### src/rtl/reg_file_cmp.sv
`default_nettype none
// ============================================================================
// reg_file_cmp : 2**D x W register file with a dual-target write port, two read
//                ports, an accumulator tap on register 0, and an iterative
//                minimum-|ri-rj| scan engine. Optional macro: WRITE_BYPASS_EN.
// Revision    : 1.0
// ============================================================================
module reg_file_cmp #(
    parameter int W        = 8,
    parameter int D        = 3,
    parameter int CMP_BASE = 4,
    parameter int NCMP     = 3
) (
    input  logic         CLK,
    input  logic         Reset,
    input  logic         AccRead,
    input  logic [1:0]   RegWrite,
    input  logic [D-1:0] ReadReg1,
    input  logic [D-1:0] ReadReg2,
    input  logic [W-1:0] WriteValue,
    output logic [W-1:0] ReadData1,
    output logic [W-1:0] ReadData2,
    output logic [W-1:0] Accumulator,
    input  logic         CmpStart,
    output logic         CmpBusy,
    output logic         CmpDone,
    output logic [W-1:0] CmpMin,
    output logic [D-1:0] CmpIdxA,
    output logic [D-1:0] CmpIdxB,
    output logic         CmpStale
);

    localparam int           NREG     = 2**D;
    localparam logic [D-1:0] WIN_FIRST = D'(CMP_BASE);
    localparam logic [D-1:0] WIN_SECOND = D'(CMP_BASE + 1);
    localparam logic [D-1:0] WIN_PENULT = D'(CMP_BASE + NCMP - 2);
    localparam logic [D-1:0] WIN_LAST  = D'(CMP_BASE + NCMP - 1);

    typedef enum logic [1:0] {
        IDLE = 2'd0,
        SCAN = 2'd1,
        DONE = 2'd2
    } state_t;

    state_t       state;
    state_t       state_nxt;

    logic [W-1:0] regs [NREG];

    logic         we1;
    logic         we2;
    logic [W-1:0] rd1;
    logic [W-1:0] rd2;
    logic [W-1:0] acc;

    logic [D-1:0] scan_i;
    logic [D-1:0] scan_j;
    logic [W-1:0] run_min;
    logic [D-1:0] run_a;
    logic [D-1:0] run_b;

    logic [W-1:0] val_i;
    logic [W-1:0] val_j;
    logic [W-1:0] diff;
    logic         better;
    logic [W-1:0] min_nxt;
    logic [D-1:0] a_nxt;
    logic [D-1:0] b_nxt;
    logic         last_pair;
    logic         win_write;

    assign we1 = RegWrite[0];
    assign we2 = RegWrite[1];

    // ------------------------------------------------------------------
    // Register storage. A double write to one address carries the same
    // value on both targets, so it collapses to a single write.
    // ------------------------------------------------------------------
    always_ff @(posedge CLK) begin
        if (Reset) begin
            for (int k = 0; k < NREG; k++) begin
                regs[k] <= '0;
            end
        end else begin
            if (we1) begin
                regs[ReadReg1] <= WriteValue;
            end
            if (we2) begin
                regs[ReadReg2] <= WriteValue;
            end
        end
    end

    // ------------------------------------------------------------------
    // Read ports
    // ------------------------------------------------------------------
`ifdef WRITE_BYPASS_EN
    logic hit_r1;
    logic hit_r2;
    logic hit_r0;

    assign hit_r1 = we1 || (we2 && (ReadReg2 == ReadReg1));
    assign hit_r2 = we2 || (we1 && (ReadReg1 == ReadReg2));
    assign hit_r0 = (we1 && (ReadReg1 == '0)) || (we2 && (ReadReg2 == '0));
`endif

    always_comb begin
        rd1 = regs[ReadReg1];
        rd2 = regs[ReadReg2];
        acc = regs[0];
`ifdef WRITE_BYPASS_EN
        if (hit_r1) begin
            rd1 = WriteValue;
        end
        if (hit_r2) begin
            rd2 = WriteValue;
        end
        if (hit_r0) begin
            acc = WriteValue;
        end
`endif
    end

    assign ReadData1   = rd1;
    assign ReadData2   = AccRead ? acc : rd2;
    assign Accumulator = acc;

    // ------------------------------------------------------------------
    // Compare engine: one pair per cycle on live register contents
    // ------------------------------------------------------------------
    assign val_i     = regs[scan_i];
    assign val_j     = regs[scan_j];
    assign diff      = (val_i >= val_j) ? (val_i - val_j) : (val_j - val_i);
    assign better    = (diff < run_min);
    assign min_nxt   = better ? diff   : run_min;
    assign a_nxt     = better ? scan_i : run_a;
    assign b_nxt     = better ? scan_j : run_b;
    assign last_pair = (scan_i == WIN_PENULT) && (scan_j == WIN_LAST);

    assign win_write = (we1 && (ReadReg1 >= WIN_FIRST) && (ReadReg1 <= WIN_LAST)) ||
                       (we2 && (ReadReg2 >= WIN_FIRST) && (ReadReg2 <= WIN_LAST));

    always_ff @(posedge CLK) begin
        if (Reset) begin
            state <= IDLE;
        end else begin
            state <= state_nxt;
        end
    end

    always_comb begin
        state_nxt = state;
        case (state)
            IDLE:    if (CmpStart)  state_nxt = SCAN;
            SCAN:    if (last_pair) state_nxt = DONE;
            DONE:    state_nxt = IDLE;
            default: state_nxt = IDLE;
        endcase
    end

    assign CmpBusy = (state == SCAN);
    assign CmpDone = (state == DONE);

    always_ff @(posedge CLK) begin
        if (Reset) begin
            scan_i   <= '0;
            scan_j   <= '0;
            run_min  <= '0;
            run_a    <= '0;
            run_b    <= '0;
            CmpMin   <= '0;
            CmpIdxA  <= '0;
            CmpIdxB  <= '0;
            CmpStale <= 1'b0;
        end else begin
            case (state)
                IDLE: begin
                    if (CmpStart) begin
                        scan_i   <= WIN_FIRST;
                        scan_j   <= WIN_SECOND;
                        run_min  <= '1;
                        run_a    <= WIN_FIRST;
                        run_b    <= WIN_SECOND;
                        CmpStale <= 1'b0;
                    end
                end
                SCAN: begin
                    run_min <= min_nxt;
                    run_a   <= a_nxt;
                    run_b   <= b_nxt;
                    if (win_write) begin
                        CmpStale <= 1'b1;
                    end
                    // Results publish only on the edge that enters DONE.
                    if (last_pair) begin
                        CmpMin  <= min_nxt;
                        CmpIdxA <= a_nxt;
                        CmpIdxB <= b_nxt;
                    end else if (scan_j == WIN_LAST) begin
                        scan_i <= scan_i + D'(1);
                        scan_j <= scan_i + D'(2);
                    end else begin
                        scan_j <= scan_j + D'(1);
                    end
                end
                default: ;
            endcase
        end
    end

endmodule
`default_nettype wire
### config.mk
export PLATFORM = sky130hd
export DESIGN_NAME = reg_file_cmp
export DESIGN_NICKNAME = d
export VERILOG_FILES = /design/src/rtl/reg_file_cmp.sv
export SDC_FILE = /design/constraint.sdc
export NUM_CORES = 1
export LEC_CHECK = 0
export ABC_CLOCK_PERIOD_IN_PS = 5800
export CAP_MARGIN = 20
export CORE_UTILIZATION = 59
export CTS_CLUSTER_SIZE = 30
export DETAILED_ROUTE_END_ITERATION = 8
export HOLD_SLACK_MARGIN = 0.15
export PLACE_DENSITY = 0.84
export SLEW_MARGIN = 40
export SYNTH_ARGS = -nofsm -noshare
export SYNTH_HDL_FRONTEND = slang
export SYNTH_SLANG_ARGS = --single-unit
### constraint.sdc
create_clock -name CLK -period 5.8 [get_ports CLK]
set_clock_uncertainty 0.15 [all_clocks]
set_input_delay 1.16 -clock CLK [delete_from_list [all_inputs] [get_ports CLK]]
set_output_delay 1.16 -clock CLK [all_outputs]
set_load 0.03 [all_outputs]
### Yosys cells after proc, flatten, opt, wreduce, memory -nomap -nowiden

Memory sizes are Yosys's and may differ from the RTL's. A register that Yosys moved wholly into a read port is not among the register bits.
Cells that the tools add are included.

| cells by class | value |
|---|---|
| eq/ne operators | 9 |
| reduce and logical (&&, ||, !) cells | 16 |
| muxes and demuxes | 41 |
| $add $sub $neg | 5 |
| order comparisons | 6 |

Operators by type and width:

| operator | number |
|---|---|
| $mux W8 | 6 |
| $mux W3 | 14 |
| $pmux W3 S2 | 4 |
| $pmux W8 S2 | 1 |
| $reduce_or A8 Y1 | 2 |
| $sub A8 B8 Y8 | 2 |
| $mux W1 | 12 |
| $ge A8 B8 Y1 | 1 |
| $lt A8 B8 Y1 | 1 |
| $add A3 B1 Y3 const B | 2 |
| $eq A3 B3 Y1 const B | 2 |
| $ge A3 B3 Y1 const B | 2 |
| $le A3 B3 Y1 const B | 2 |
| $ne A2 B1 Y1 const B | 3 |
| $reduce_and A2 Y1 | 3 |
| $reduce_and A3 Y1 | 2 |
| $logic_and A1 B1 Y1 | 5 |
| $mux W2 | 2 |
| $ne A2 B2 Y1 const B | 2 |
| $pmux W2 S2 | 1 |
| $reduce_and A4 Y1 | 1 |
| $add A3 B2 Y3 const B | 1 |
| $eq A2 B1 Y1 const B | 1 |
| $eq A2 B2 Y1 const B | 1 |
| 4 further kinds | 4 |

| word-level totals | value |
|---|---|
| output and inout port bits | 41 |
| bits in writable memories | 64 |
| memories kept | 1 |
| register bits | 37 |
| input bits | 20 |

Memories:

| memory | depth | width | read ports | clocked after Yosys merged registers in | write ports | RTL line | source |
|---|---|---|---|---|---|---|---|
| regs | 8 | 8 | 5 | 2 | 8 | 48 | `logic [W-1:0] regs [NREG];` |

### Longest topological paths before layout

| logic depth | value |
|---|---|
| word-level depth | 6 |
| depth in mapped cells | 22 |

### Worst setup path after synthesis

OpenSTA, ideal clock, no wires.

| timing | value |
|---|---|
| kind | register -> register |
| start | reg with a tool-made name |
| end | reg run_min[4] |
| required time | 5531 ps |
| path slack | 1181 ps |
| clock period less this slack | 4619 ps |
| arrival | 4350 ps |
| cell stages (with the launch flop) | 20 |
| setup time | 119 ps |
| buffers on the path | 3 |
| cells stage by stage | dfxtp_1 buf_2 buf_2 mux4_2 mux2i_1 inv_1 fa_1 nand3_4 a31oi_2 nor4b_1 nor3_1 nor2_1 inv_1 ha_1 a21oi_1 o21ai_0 a21oi_1 buf_2 nand2_1 o221a_2 |

RTL lines:

| element | RTL line | source |
|---|---|---|
| to (signal assigned) | 188 | `run_min <= min_nxt;` |
| to (decl) | 58 | `logic [W-1:0] run_min;` |

==> impl_metrics.csv <==
group,metric,value,unit
worst_setup_path,cp_top_family,"simple AND/OR/NAND/NOR gates",
grt,grt_usage,0.329,
logic_synthesis,ys_top_cells_by_count,"64 x edfxtp_1, 55 x mux4_2, 53 x and2_1",
placed_design,place_inst,817,
timing,min_period_over_period,0.940,
floorplan,core,0.0117,mm²
logic_synthesis,synthArstFlopShare,0,
drt,drt_iter0_markers,508,
finish,final_cells,833,
drt,finalWirelength,19700,µm
worst_setup_path,cp_cell_sequence,"buf_4 -> mux4_2 -> mux2i_1 -> ha_1 -> inv_1 -> fa_1 -> nand3_4 -> a31oi_2 -> nor4b_1 -> nor3_1 -> nor2_1 -> inv_1 -> ha_1 -> a21oi_1 -> o21ai_0 -> a21oi_2 -> buf_4 -> and2_1 -> o21ai_0 -> a21oi_1",
worst_setup_path,startpoint_type,"flop",
power_and_ir_drop,p_per_area,317,mW/mm²
clock_network,cts_hold_buffers,0,
clock_network,clkLatencyLatePin,0.37,ns
logic_synthesis,synth.area.top_cells,"edfxtp_1 27%, mux4_2 17%, dfxtp_1 12%",
floorplan,ios,61,
logic_synthesis,synth_flop_cell,"edfxtp_1",
worst_setup_path,path_class,"reg -> reg",
logic_synthesis,yosysSeqAreaShare,0.388,
finish,antenna_cells,0,
clock_network,path_clk_slew,0.07,ns
finish,fillers,838,
worst_setup_path,cp-end-kind,"flop",
clock_network,cts_tree,"yes",
timing,fin_crit,5.45,ns
worst_setup_path,critPathSlowestCell,"dfxtp_1",
status,status,"finished with violations",
timing,drv_slew,0,
logic_synthesis,yosys_warnings,0,
clock_network,cts-resized-gates,0,
logic_synthesis,synth_area,0.00718,mm²
power_and_ir_drop,max-vdd-ir-drop,0.000217,V
grt,antenna_found_initial,0,
min_path,timing.hold.worst.class,"reg -> reg",
clock_network,cts_buffer_depth,2,
logic_synthesis,ys_types,64,
logic_synthesis,avgSynthCellArea,11.3,µm²
logic_synthesis,synth_top_cell_by_area,"edfxtp_1",
logic_synthesis,synth_edf_count,64,
grt,grt_max_degree,33,
timing,setup_viol,0,
drt,wl_per_cell,23.6,µm
timing,rsz0062_at_grt,"no",
logic_synthesis,ys_seq_elements,107,
timing,tightest_slew,0.796,ns
timing,whs,0.327,ns
timing,setup_slack,0.349,ns
timing,hold_viol,0,
grt,gr-total-overflow,0,
floorplan,die_x,112,µm
flow_run,drv_cap,0,
worst_setup_path,cp.arrival,5.59,ns
placed_design,finalWeightedCongestion,0.961,
logic_synthesis,yosys.area.top_type_share,0.268,
finish,layout-drive-gt1-share,0.188,
timing,fmax,0.183,GHz
drt,vias_per_cell,6.66,
drt,dr.pass1.iters,9,
floorplan,start_util,0.616,
floorplan,die_y,112,µm
worst_setup_path,worstPathRequired,5.94,ns
logic_synthesis,syn-num-nets,685,
drt,num_vias,5548,
timing,fin_tns_setup,0,ns
clock_network,htree_levels,3,
grt,first_global_vias,5603,
finish,syn_to_final_growth,14.1,%
placed_design,place_ws,0.430,ns
clock_network,postCtsSetupRepairBufs,0,
grt,grt_pass1_wl,30600,µm
worst_setup_path,worstPathMaxFanout,10,
power_and_ir_drop,power_leakage,2.95,nW
finish,utilization,0.703,
placed_design,dp_hpwl,14100,µm
logic_synthesis,synthCells,637,
worst_setup_path,critPathBufInv,4,
finish,layout.nets,733,
status,violations,"design-rule violations",
floorplan,floorplan.die_area,0.0126,mm²
clock_network,root_buffer,"clkbuf_16",
drt,route.detailed.drc,1,
clock_network,cts_buffers,9,
drt,postRouteAntennaNets,0,
worst_setup_path,critPathMaxStageDelay,0.66,ns
timing,relSlewSlack,0.468,
floorplan,num_rows,39,
clock_network,cts_sinks,107,
logic_synthesis,yosysMostFrequentCell,"edfxtp_1",
placed_design,port_buffers,60,
worst min-delay path, delay by kind of cell (launching register included):
kind / cells / cell delay, ns
simple gates: 1 / 0.06
compound gates: 1 / 0.06
flops: 1 / 0.32
final cells by class:
class / instances / area, µm² / share of cell area
Multi-Input combinational cell: 455 / 4090 / 0.499
Sequential cell: 107 / 2780 / 0.340
Timing Repair Buffer: 78 / 731 / 0.0892
Clock buffer: 9 / 225 / 0.0275
Tap cell: 143 / 179 / 0.0218
Inverter: 34 / 128 / 0.0156
Clock inverter: 7 / 57.6 / 0.00702
placed cells by master (no fill, tap or decap), drive strengths merged, types with 18 or more instances in the layout:
master,n
edfxtp,64
clkdlybuf4s50,59
mux4,55
and2,53
dfxtp,43
a21oi,40
nand2,37
inv,37
o21ai,29
nor2,28
ha,26
mux2i,24
nor2b,21
buf,19
nor3,18
worst paths after layout:
| kind | startpoint | endpoint | slack (ns) | depth (start not counted) |
|---|---|---|---|---|
| max | flop | CmpMin[3] | 0.35 | 20 |
| min reg2reg | CmpMin[1] | CmpMin[1] | 0.33 | 2 |
| max reg2reg | flop | CmpMin[3] | 0.35 | 20 |
| min | CmpMin[1] | CmpMin[1] | 0.33 | 2 |
through the flow:
stage               instance area, µm²  power (W)
detailed placement                7900    0.00199
finish                            8200    0.00260
CTS                               8190    0.00258
floorplan                         7180    0.00172
global route                      8200    0.00273
global placement                  7900    0.00198
registers in the layout, summed over array words and instances, names as in the netlist, named ones only:
signal and cells:
state 2, CmpMin 8, CmpIdxB 3, run_b 3
run_min 8, CmpIdxA 3, scan_j 3, CmpStale 1
run_a 3, regs 64, scan_i 3
kinds of logic (layout without fill, tap and decap cells):
logic type	after synthesis	in the layout	synth area share
AO/OA/AOI/OAI	131	131	0.127
XOR/XNOR	3	3	0.00366
adder cells (fa/ha/maj)	28	28	0.0509
buffers and inverters	75	128	0.0460
flip-flops	107	107	0.388
multiplexers	96	96	0.233
AND/OR/NAND/NOR	197	197	0.152
where the power goes:
group | internal [W] | total [W] | switching [W]
clock network | 0.000298 | 0.000600 | 0.000302
registers | 0.000876 | 0.000948 | 0.0000717
logic | 0.000445 | 0.00105 | 0.000603
routing by layer:
metal / track usage / vias up / routed length (µm)
li1: - / 2491 / -
met1: 0.384 / 2661 / 7120
met2: 0.574 / 327 / 9940
met3: 0.0702 / 69 / 1660
met4: 0.169 / 0 / 969
met5: 0 / - / 0
Power figures use the tool's default switching activity.
